### config.mk
export PLATFORM = sky130hd
export DESIGN_NAME = color_sensor_frontend
export DESIGN_NICKNAME = d
export VERILOG_FILES = /design/src/rtl/color_sensor_frontend.sv
export SDC_FILE = /design/constraint.sdc
export NUM_CORES = 1
export LEC_CHECK = 0
export CAP_MARGIN = 20
export CELL_PAD_IN_SITES_DETAIL_PLACEMENT = 1
export CELL_PAD_IN_SITES_GLOBAL_PLACEMENT = 2
export CORE_MARGIN = 1.5
export CORE_UTILIZATION = 37
export DETAILED_ROUTE_END_ITERATION = 6
export GPL_ROUTABILITY_DRIVEN = 0
export PLACE_DENSITY_LB_ADDON = 0.1
export SYNTH_ARGS = -nofsm -noshare
export SYNTH_HDL_FRONTEND = slang
export SYNTH_SLANG_ARGS = --single-unit
### constraint.sdc
create_clock -name clk -period 2.9 [get_ports clk]
set_input_delay 0.58 -clock clk [delete_from_list [all_inputs] [get_ports clk]]
set_output_delay 0.58 -clock clk [all_outputs]
set_load 0.03 [all_outputs]
### src/rtl/color_sensor_frontend.sv
// rtl/color_sensor_frontend.sv - TCS3200 filter sequencer, gated edge counter and RGB normaliser
module color_sensor_frontend #(
    parameter int unsigned GATE_CYCLES   = 500000,
    parameter int unsigned SETTLE_CYCLES = 5000,
    parameter int unsigned NORM_MAX      = 1023,
    parameter int unsigned COUNT_BITS    = 16
) (
    input  logic        clk,
    input  logic        rst,
    input  logic        start,
    input  logic        sensor_out,
    output logic        s2,
    output logic        s3,
    output logic [15:0] red_norm,
    output logic [15:0] green_norm,
    output logic [15:0] blue_norm,
    output logic        valid,
    output logic        busy
);
    typedef enum logic [2:0] {IDLE, SETTLE, GATE, DIV, DONE} state_t;

    localparam logic [15:0] COUNT_MAX   = 16'((33'd1 << COUNT_BITS) - 33'd1);
    localparam logic [25:0] NORM_CAP    = 26'(NORM_MAX);
    localparam logic [31:0] SETTLE_LOAD = 32'(SETTLE_CYCLES - 1);
    localparam logic [31:0] GATE_LOAD   = 32'(GATE_CYCLES - 1);

    state_t      state;
    logic [31:0] timer;
    logic [1:0]  filt;
    logic        sync1, sync2, sync_prev, rise;
    logic [15:0] cnt, cnt_inc;
    logic [15:0] cnt_clear, cnt_red, cnt_green, cnt_blue;
    logic [1:0]  div_ch;
    logic        div_load;
    logic [4:0]  div_cnt;
    logic [15:0] rem, rem_next, div_src, quo_sat;
    logic [25:0] quo, quo_next;
    logic [16:0] shifted;
    logic        ge;
    logic [15:0] hold_r, hold_g, hold_b;

    assign busy = (state != IDLE);
    assign rise = sync2 & ~sync_prev;

    always_ff @(posedge clk) begin
        if (rst) begin
            sync1     <= 1'b0;
            sync2     <= 1'b0;
            sync_prev <= 1'b0;
        end else begin
            sync1     <= sensor_out;
            sync2     <= sync1;
            sync_prev <= sync2;
        end
    end

    // One restoring-division step per cycle; dividend bits shift out of quo into rem.
    always_comb begin
        cnt_inc = (rise && cnt != COUNT_MAX) ? cnt + 16'd1 : cnt;
        case (div_ch)
            2'd0:    div_src = cnt_red;
            2'd1:    div_src = cnt_green;
            default: div_src = cnt_blue;
        endcase
        shifted  = {rem, quo[25]};
        ge       = shifted >= {1'b0, cnt_clear};
        rem_next = ge ? 16'(shifted - {1'b0, cnt_clear}) : shifted[15:0];
        quo_next = {quo[24:0], ge};
        if (cnt_clear == 16'd0)
            quo_sat = 16'd0;
        else if (quo_next > NORM_CAP)
            quo_sat = 16'(NORM_MAX);
        else
            quo_sat = quo_next[15:0];
    end

    always_ff @(posedge clk) begin
        if (rst) begin
            state      <= IDLE;
            timer      <= '0;
            filt       <= '0;
            s2         <= 1'b0;
            s3         <= 1'b0;
            cnt        <= '0;
            cnt_clear  <= '0;
            cnt_red    <= '0;
            cnt_green  <= '0;
            cnt_blue   <= '0;
            div_ch     <= '0;
            div_load   <= 1'b0;
            div_cnt    <= '0;
            rem        <= '0;
            quo        <= '0;
            hold_r     <= '0;
            hold_g     <= '0;
            hold_b     <= '0;
            red_norm   <= '0;
            green_norm <= '0;
            blue_norm  <= '0;
            valid      <= 1'b0;
        end else begin
            valid <= 1'b0;
            case (state)
                IDLE: begin
                    s2 <= 1'b1;
                    s3 <= 1'b0;
                    if (start) begin
                        state <= SETTLE;
                        timer <= SETTLE_LOAD;
                        filt  <= 2'd0;
                    end
                end
                SETTLE: begin
                    if (timer == '0) begin
                        state <= GATE;
                        timer <= GATE_LOAD;
                        cnt   <= '0;
                    end else begin
                        timer <= timer - 32'd1;
                    end
                end
                GATE: begin
                    cnt <= cnt_inc;
                    if (timer == '0) begin
                        case (filt)
                            2'd0:    cnt_clear <= cnt_inc;
                            2'd1:    cnt_red   <= cnt_inc;
                            2'd2:    cnt_green <= cnt_inc;
                            default: cnt_blue  <= cnt_inc;
                        endcase
                        if (filt == 2'd3) begin
                            state    <= DIV;
                            div_ch   <= 2'd0;
                            div_load <= 1'b1;
                            {s2, s3} <= 2'b10;
                        end else begin
                            state <= SETTLE;
                            timer <= SETTLE_LOAD;
                            filt  <= filt + 2'd1;
                            case (filt)
                                2'd0:    {s2, s3} <= 2'b00;
                                2'd1:    {s2, s3} <= 2'b11;
                                default: {s2, s3} <= 2'b01;
                            endcase
                        end
                    end else begin
                        timer <= timer - 32'd1;
                    end
                end
                DIV: begin
                    if (div_load) begin
                        quo      <= {div_src, 10'd0};
                        rem      <= '0;
                        div_cnt  <= 5'd25;
                        div_load <= 1'b0;
                    end else begin
                        quo <= quo_next;
                        rem <= rem_next;
                        if (div_cnt == 5'd0) begin
                            case (div_ch)
                                2'd0:    hold_r <= quo_sat;
                                2'd1:    hold_g <= quo_sat;
                                default: hold_b <= quo_sat;
                            endcase
                            if (div_ch == 2'd2) begin
                                state <= DONE;
                            end else begin
                                div_ch   <= div_ch + 2'd1;
                                div_load <= 1'b1;
                            end
                        end else begin
                            div_cnt <= div_cnt - 5'd1;
                        end
                    end
                end
                DONE: begin
                    red_norm   <= hold_r;
                    green_norm <= hold_g;
                    blue_norm  <= hold_b;
                    valid      <= 1'b1;
                    state      <= IDLE;
                end
                default: state <= IDLE;
            endcase
        end
    end
endmodule

==> summary.md, run 1 <==
| Metric | Value |
|---|---|
| Largest delay share family, worst path | simple AND/OR/NAND/NOR gates |
| Reg2Reg Setup Slack | 0.14 ns |
| CP arrival | 3.23 ns |
| Slew headroom | 43.87% |
| Placed inst area | 13300 sq um |
| Register area share after synthesis | 44.71% |
| CTS Hold Bufs | 0 |
| Netlist cell types | 61 |
| Initial antenna violation count | 0 |
| Status | complete, no violations |
| DR DRC count | 0 |
| Worst hold margin | 0.3850 ns |
| Die height | 183.4 microns |
| Core area | 31800 sq um |
| Post-synth top area cell | dfxtp_1 |
| F_max | 362.8 MHz |
| Total power draw | 8.627 mW |
| PortBufs | 55 |
| Slowest cell on the critical path | or4_1 |
| Synth Net Count | 1530 |
| Final setup fails | 0 |
| Gr usage total | 21.54% |
| Worst Hold Launch | rst |
| Clock Sink Count | 269 |
| Startpoint types | register |
| Drt total wl | 35730 microns |
| Measured slew at the worst slew-check pin | 0.8419 ns |
| Area delta synth->final | 19.09% |
| Worst-path fanout max | 18 |
| Post-synth ARST share | 0% |
| Max Cap Viol | 0 |
| Setup CP Type | reg2reg |
| Required @ worst endpoint | 3.37 ns |
| Std-Cell Rows | 65 |
| Dpl hpwl | 24630 microns |
| PwrDens | 601.5 nW/um^2 |
| Post-synth top area share | 44.71% |
| Total global routing overflow | 0 |
| R2r endpoint | div_ch[0] |
| Post-Layout Cell Count | 2015 |
| Max clock buf depth | 3 |
| Die X | 183.4 microns |
| Min-Delay Path Class | in2reg |
| Ys Warns | 0 |
| Vias post-DR | 10933 |
| Top area cells in the synthesized netlist | dfxtp_1 (45%), nand2_1 (9.8%), a21oi_1 (8.1%) |
| CP Launch Point | timer[14] |
| Period utilisation layout | 95.04% |
| CTS root buf | clkbuf_16 |
| Clk slew on worst S/H paths | 0.06 ns |
| Mapped Area | 12040 sq um |
| Cell count after synthesis | 1497 |
| Cell depth of the worst hold path | 2 |
| CP endpoint kind | register |
| WL/cell | 17.73 microns |
| CTS Buf Count | 31 |
| CP dominant cell by count | or4_1 |
| Post-DR vias/cell | 5.426 |
| RSZ-0062 raised after global routing | no |
| Slew Limit Fails | 0 |
| Placed Instances | 1959 |
| Starting Density | 37.88% |
| Worst vdd ir | 0.4619 mV |
| Final hold vios | 0 |
| Worst-path cell chain | or4_1 -> or3_4 -> nor4_4 -> buf_12 -> a31oi_1 -> or4_1 -> a21oi_1 |
| Initial DRC Count | 544 |
| N_diodes | 0 |
| Drt pass-1 iters | 6 |
| Post-synth EDFFs | 0 |
| Vias in the first global route | 11004 |
| Seq cells post-synth | 269 |
| WHS Endpoint | s3 |
| # nets final | 1593 |
| Most frequent cell after synthesis | nand2_1 |
| Die area | 33640 sq um |
| Share of layout cells above drive strength 1 | 8.987% |
| Num ports | 56 |
| Fin crit period | 2.756 ns |
| Final setup margin | 0.1439 ns |
| CTS H-tree depth | 1 |
| DP Worst Slack | 0.1525 ns |
| Worst Skew | 0.01480 ns |
| Clock latency at the later pin of the worst-skew pair | 0.55 ns |
| CTS tree | yes |
| Worst r2r src | timer[14] |
| Final Cell Area | 14340 sq um |
| Fin util | 45.11% |
| Syn avg cell area | 8.045 sq um |
| Worst R2R Path Depth | 7 |
| CP bufs+invs | 1 |
| Setup TNS | 0 ns |
| Top cells by count, synth | nand2_1 (314), dfxtp_1 (269), a21oi_1 (194), nor2_1 (113), clkbuf_1 (77) |
| Top FF cell, synth | dfxtp_1 |
| Antenna violation net count after detailed routing | 0 |
| First-pass GRT wire length | 59050 microns |
| Static Leak | 4.997 nW |
| Largest net degree at the start of global routing | 92 |
| Worst path max stage delay | 0.64 ns |
## layer usage
layer	global-route usage [%]	part of all wire, %
met4	5.508	2.1
met2	36.67	47
met1	29.13	48
met5	0	0
met3	2.219	2.6
## worst register-to-register path: cells and delay by family, from the launching register on
family                 cells  cell delay (ns)
and+or+nand+nor            4             1.82
DFF                        1             0.34
AOI/OAI and AO/OA          2             0.32
buffers and inverters      1             0.20
## repair_timing
item,in CTS,in global routing
setup endpoints to repair,0,21
buffers inserted,0,2
resized for setup,0,2
## report_power, final
group | internal [mW] | switching (mW) | leakage [nW] | total, mW
Combinational | 0.334 | 0.589 | 2.33 | 0.923
Clock | 2.36 | 1.54 | 0.500 | 3.90
Sequential | 3.75 | 0.0583 | 2.17 | 3.81
Total | 6.44 | 2.18 | 5.00 | 8.63
## worst max path at each step
stage	endpoint	slack [ns]	cells past startpoint
2_1_floorplan	rem[10]	0.26	8
3_3_place_gp	timer[29]	0.18	7
3_5_place_dp	timer[31]	0.15	7
4_1_cts	rem[6]	0.15	9
5_1_grt	cnt_green[9]	0.01	7
6_report	div_ch[0]	0.14	7
## sequential cells by signal (all words and copies together) (netlist names), 5 cells and up
name,count
quo,26
cnt_green,16
red_norm,16
cnt,16
cnt_red,16
timer,32
blue_norm,16
cnt_clear,16
hold_r,16
hold_g,16
cnt_blue,16
rem,16
div_cnt,5
green_norm,16
hold_b,16
## logic make-up (layout without fill, tap and decap cells)
kind of cell               Yosys count  in the layout  share of synthesized area [%]
and+or+nand+nor                    624            624                          23.95
AOI/OAI and AO/OA                  410            410                          21.30
DFF                                269            269                          44.71
buffers and inverters              128            211                          4.187
xor gates and xnor gates            31             31                          2.254
adders and majority gates           29             29                          3.075
muxes                                6              6                         0.5298
## layout make-up
type                    instances  area [sq um]
fillers                      3812         17460
repair buffers                123          1087
flip-flops and latches        269          5385
clock buffers                  44         884.6
multi-input cells            1100          6187
clock inverters                 9         123.9
inverters                      35         131.4
well taps                     435         544.3
## cell usage in the layout (no fill, tap or decap), types with 5 or more instances in the layout
cell type / n
o31ai_1: 8
nand4b_1: 9
nand3b_1: 12
or2_2: 7
nor4_1: 21
o21a_1: 15
a21oi_1: 194
o2111ai_1: 6
a22o_1: 7
clkbuf_1: 7
clkinv_2: 5
or4_1: 9
nand2b_1: 9
xor2_1: 15
nor3_1: 21
or3_1: 17
o21ai_0: 43
and2_1: 7
clkdlybuf4s50_1: 54
nor2b_1: 7
buf_4: 66
nand3_1: 16
a311oi_1: 21
dfxtp_1: 269
clkbuf_16: 31
inv_1: 35
nand2_1: 314
nor2_1: 113
a31oi_1: 9
and3_1: 35
o211ai_1: 15
xnor2_1: 16
clkbuf_8: 6
a22oi_1: 17
ha_1: 28
nand4_1: 12
a211oi_1: 40
Note: power is estimated with default switching activity, not from simulation.
==> run 2, diff against run 1 <==
CTS_BUF_LIST = sky130_fd_sc_hd__clkbuf_8 sky130_fd_sc_hd__clkbuf_16   (was unset)
==> run 2 against run 1 <==
Clock skew fell by 0.0012 ns. First-iteration DRC count rose by 0.92%. Worst setup slack better by 0.00060 ns. Sequential share of layout area unchanged. Maximum frequency barely moved. Largest cell class unchanged. Sequential power is essentially flat.
==> summary.md, run 2 (synthesized netlist as in run 1, its figures left out) <==
| Metric | Value |
|---|---|
| Status | complete, no violations |
| Final setup fails | 0 |
| Worst-path fanout max | 18 |
| RSZ-0062 raised after global routing | no |
| Drt pass-1 iters | 6 |
| Worst Skew | 0.01358 ns |
| Worst Hold Launch | rst |
| Starting Density | 37.88% |
| Die height | 183.4 microns |
| Reg2Reg Setup Slack | 0.14 ns |
| Placed Instances | 1959 |
| Total power draw | 8.599 mW |
| Largest net degree at the start of global routing | 92 |
| Cell depth of the worst hold path | 2 |
| Post-DR vias/cell | 5.423 |
| Measured slew at the worst slew-check pin | 0.8347 ns |
| Largest Register | timer |
| Initial antenna violation count | 0 |
| Slew Limit Fails | 0 |
| Vias in the first global route | 11007 |
| Commonest non-fill, non-tap cell in the layout | nand2_1 |
| F_max | 362.9 MHz |
| Clock latency at the later pin of the worst-skew pair | 0.55 ns |
| Core area | 31800 sq um |
| Slew headroom | 44.35% |
| Std-Cell Rows | 65 |
| Clk slew on worst S/H paths | 0.06 ns |
| DR DRC count | 0 |
| Fin util | 45.11% |
| Worst vdd ir | 0.4617 mV |
| CTS root buf | clkbuf_16 |
| Max reg flops | 32 |
| Min-Delay Path Class | in2reg |
| Placed inst area | 13300 sq um |
| Worst hold margin | 0.3847 ns |
| Required @ worst endpoint | 3.37 ns |
| Clock Sink Count | 269 |
| DP Worst Slack | 0.1525 ns |
| R2r endpoint | div_ch[0] |
| Worst-path cell chain | or4_1 -> or3_4 -> nor4_4 -> buf_12 -> a31oi_1 -> or4_1 -> a21oi_1 |
| CP dominant cell by count | or4_1 |
| CP bufs+invs | 1 |
| PortBufs | 55 |
| Startpoint types | register |
| N_diodes | 0 |
| Die X | 183.4 microns |
| Most frequent cells in the layout | nand2_1 (314), dfxtp_1 (269), a21oi_1 (194), nor2_1 (113), buf_4 (66) |
| WHS Endpoint | s3 |
| Static Leak | 5.026 nW |
| CP endpoint kind | register |
| Post-Layout Cell Count | 2015 |
| Final hold vios | 0 |
| Slowest cell on the critical path | or4_1 |
| First-pass GRT wire length | 59060 microns |
| Setup TNS | 0 ns |
| Vias post-DR | 10927 |
| CTS Buf Count | 31 |
| Final setup margin | 0.1445 ns |
| Final Cell Area | 14340 sq um |
| Max clock buf depth | 3 |
| Max Cap Viol | 0 |
| Antenna violation net count after detailed routing | 0 |
| Die area | 33640 sq um |
| Drt total wl | 35710 microns |
| Top flop regs | timer: 32 flops, quo: 26 flops |
| Largest delay share family, worst path | simple AND/OR/NAND/NOR gates |
| Worst r2r src | timer[14] |
| Dpl hpwl | 24630 microns |
| CTS Hold Bufs | 0 |
| WL/cell | 17.72 microns |
| CP arrival | 3.23 ns |
| Fin crit period | 2.756 ns |
| Share of layout cells above drive strength 1 | 8.987% |
| PwrDens | 599.5 nW/um^2 |
| Initial DRC Count | 549 |
| Gr usage total | 21.55% |
| CTS tree | yes |
| Worst path max stage delay | 0.64 ns |
| Setup CP Type | reg2reg |
| Num ports | 56 |
| Worst R2R Path Depth | 7 |
| Filler cells | 3812 |
| CP Depth | 7 |
| # nets final | 1593 |
| Area delta synth->final | 19.09% |
| CTS H-tree depth | 1 |
| Total global routing overflow | 0 |
| Period utilisation layout | 95.02% |
## run 2: cell count changes in the layout (fill, tap and decap cells not counted), sizes merged
cell    change
clkbuf      -7
inv         +7
## run 2: timing repair
item,CTS,global route
setup endpoints to repair,0,21
buffers inserted,0,2
resized for setup,0,2
## run 2: cell type report
type	instances	area, sq um	share of cell area [%]
Timing Repair Buffer	123	1087	7.580
Clock buffer	37	858.3	5.984
Clock inverter	16	150.1	1.047
Inverter	35	131.4	0.9159
Multi-Input combinational cell	1100	6187	43.13
Tap cell	435	544.3	3.794
Sequential cell	269	5385	37.54
## run 2: worst max-delay path by stage
stage                      start           end  slack [ns]
CTS                 cnt_clear[7]        rem[6]        0.15
global route           timer[14]  cnt_green[9]        0.01
global placement           start     timer[29]        0.18
floorplan           cnt_clear[6]       rem[10]        0.26
finish                 timer[14]     div_ch[0]        0.14
detailed placement         start     timer[31]        0.15
## run 2: per-layer routing
metal  track usage, %  share of wire [%]
met1            29.14                 49
met2            36.67                 47
met3            2.219                2.6
met4            5.508                2.1
met5                0                  0
## run 2: worst register-to-register path, stage by stage, from the launching register on
cell	delay [ns]
dfxtp_1	0.34
or4_1	0.64
or3_4	0.42
nor4_4	0.33
buf_12	0.20
a31oi_1	0.14
or4_1	0.43
a21oi_1	0.18
## run 2: power by group
| group | total, mW | internal, mW | switching, mW |
|---|---|---|---|
| Sequential | 3.81 | 3.75 | 0.0583 |
| Clock | 3.87 | 2.34 | 1.53 |
| Combinational | 0.923 | 0.334 | 0.588 |
==> run 3, diff against run 2 <==
CORE_ASPECT_RATIO = 1.4   (was unset)
==> run 3 against run 2 <==
First-iteration DRC count shrank 18%. Combinational power is 2% lower. Core utilization is 0.31 points lower. Maximum frequency decreased by 0.29%. Global-route usage is 0.40 points higher. Register-to-register slack is essentially flat. Worst hold slack improved by 0.0036 ns. Sequential share of layout area decreased by 0.22 points. Critical path depth rose by 2. Wire length rose by 2.3%. Die area about the same. Flip-flop and latch count is the same.
==> summary.md, run 3 (synthesized netlist as in run 1, its figures left out) <==
| Metric | Value |
|---|---|
| Period utilisation layout | 95.29% |
| Status | complete, no violations |
| Min-Delay Path Class | in2reg |
| Measured slew at the worst slew-check pin | 0.7701 ns |
| Worst-path fanout max | 17 |
| Worst R2R Path Depth | 9 |
| Slowest cell on the critical path | a221oi_1 |
| Power Internal | 6.953 mW |
| Slew headroom | 48.19% |
| Final setup fails | 0 |
| Worst path max stage delay | 0.40 ns |
| Starting Density | 37.40% |
| Worst r2r src | cnt_clear[8] |
| Area delta synth->final | 19.79% |
| Worst Setup EP | rem[6] |
| Fin crit period | 2.763 ns |
| Core area | 32210 sq um |
| Vias post-DR | 10860 |
| CP arrival | 3.21 ns |
| CTS Hold Bufs | 0 |
| Clk slew on worst S/H paths | 0.06 ns |
| Clock Sink Count | 269 |
| Die X | 155.5 microns |
| R2r endpoint | rem[6] |
| Initial DRC Count | 450 |
| Dpl hpwl | 26070 microns |
| Post-DR vias/cell | 5.496 |
| Largest net degree at the start of global routing | 111 |
| Power share of the combinational group | 9.9% |
| Std-Cell Rows | 78 |
| Worst Skew | 0.01431 ns |
| Largest Register | timer |
| Top flop regs | timer: 32 flops, quo: 26 flops |
| Worst-path cell chain | inv_1 -> ha_1 -> and2_1 -> a221o_1 -> a221oi_1 -> a21oi_1 -> buf_12 -> or3_1 -> a32o_1 |
| Gr usage total | 21.95% |
| Num ports | 56 |
| Most frequent cells in the layout | nand2_1 (314), dfxtp_1 (269), a21oi_1 (194), nor2_1 (113), buf_4 (64) |
| DP Worst Slack | 0.1115 ns |
| Clock latency at the later pin of the worst-skew pair | 0.56 ns |
| Clk network pwr share | 48.6% |
| CTS H-tree depth | 1 |
| PwrDens | 635.0 nW/um^2 |
| Max reg flops | 32 |
| Filler cells | 3874 |
| PortBufs | 55 |
| Required @ worst endpoint | 3.35 ns |
| Drt total wl | 36520 microns |
| Sw frac | 24.11% |
| Slew Limit Fails | 0 |
| Commonest non-fill, non-tap cell in the layout | nand2_1 |
| CP Launch Point | cnt_clear[8] |
| Setup CP Type | reg2reg |
| Net Sw Power | 2.209 mW |
| Drt pass-1 iters | 4 |
| N_diodes | 0 |
| Worst vdd ir | 0.4195 mV |
| CTS Buf Count | 29 |
| Max clock buf depth | 3 |
| Final setup margin | 0.1366 ns |
| Max Cap Viol | 0 |
| Setup TNS | 0 ns |
| DR DRC count | 0 |
| Initial antenna violation count | 0 |
| RSZ-0062 raised after global routing | no |
| Static Leak | 5.069 nW |
| Reg2Reg Setup Slack | 0.14 ns |
| Total global routing overflow | 0 |
| First-pass GRT wire length | 59660 microns |
| Share of layout cells above drive strength 1 | 9.010% |
| CTS root buf | clkbuf_16 |
| CTS tree | yes |
| Die area | 33660 sq um |
| Final hold vios | 0 |
| # nets final | 1590 |
| Vias in the first global route | 11163 |
| Sequential power share | 41.5% |
| Antenna violation net count after detailed routing | 0 |
| Die height | 216.5 microns |
| Startpoint types | register |
| WL/cell | 18.48 microns |
| F_max | 361.9 MHz |
| CP endpoint kind | register |
run 3: what timing repair did:
item                                    in CTS  in global routing
resized for setup                            0                  2
endpoints found under the setup margin       0                  2
buffers inserted                             0                  0
run 3: worst max-delay path: cells and delay by family, from the launching register on:
family / cells / cell delay, ns
flops: 1 / 0.33
simple gates: 2 / 0.50
compound gates: 4 / 1.20
buf+inv: 2 / 0.26
fa+ha+maj: 1 / 0.36
run 3: power by group through the flow:
stage          Sequential [mW]  Combinational, mW  Clock, mW
5_1_grt                   3.81              0.995       4.70
2_1_floorplan             3.87              0.579          0
3_5_place_dp              3.89              0.905          0
6_report                  3.81              0.907       4.45
3_3_place_gp              3.88              0.895          0
4_1_cts                   3.80              0.912       4.57
run 3: worst min path at each step:
stage / start / to / slack, ns / cells after the start
2_1_floorplan: sync1 / sync2 / 0.41 / 1
3_3_place_gp: cnt_green[12] / cnt_green[12] / 0.44 / 2
3_5_place_dp: hold_r[11] / red_norm[11] / 0.44 / 2
4_1_cts: rst / valid / 0.38 / 2
5_1_grt: rst / red_norm[15] / 0.40 / 2
6_report: rst / valid / 0.39 / 2
run 3: metal layers:
layer,global-route usage [%],vias to the layer above,wire (microns)
li1,-,5413,-
met1,25.43,5261,15610
met2,41.32,121,18840
met3,2.460,65,978
met4,7.429,0,1095
met5,0,-,0
run 3: stage by stage:
step | hold WS, ns | utilization [%] | instance area [sq um] | cells | power (mW)
floorplan | 0.4138 | - | 12040 | 1497 | 4.446
global placement | 0.4376 | 41.21 | 13270 | 1925 | 4.778
detailed placement | 0.4398 | 41.23 | 13280 | 1926 | 4.791
CTS | 0.3791 | 44.78 | 14420 | 1976 | 9.287
global route | 0.3999 | 44.80 | 14430 | 1976 | 9.510
finish | 0.3883 | 44.80 | 14430 | 1976 | 9.162
run 3: cell type report:
cell class	instances	area, sq um	share of cell area (%)
Multi-Input combinational cell	1100	6176	42.81
Sequential cell	269	5385	37.33
Tap cell	400	500.5	3.469
Clock buffer	33	780.7	5.411
Clock inverter	17	361.6	2.506
Inverter	35	131.4	0.9106
Timing Repair Buffer	122	1092	7.571
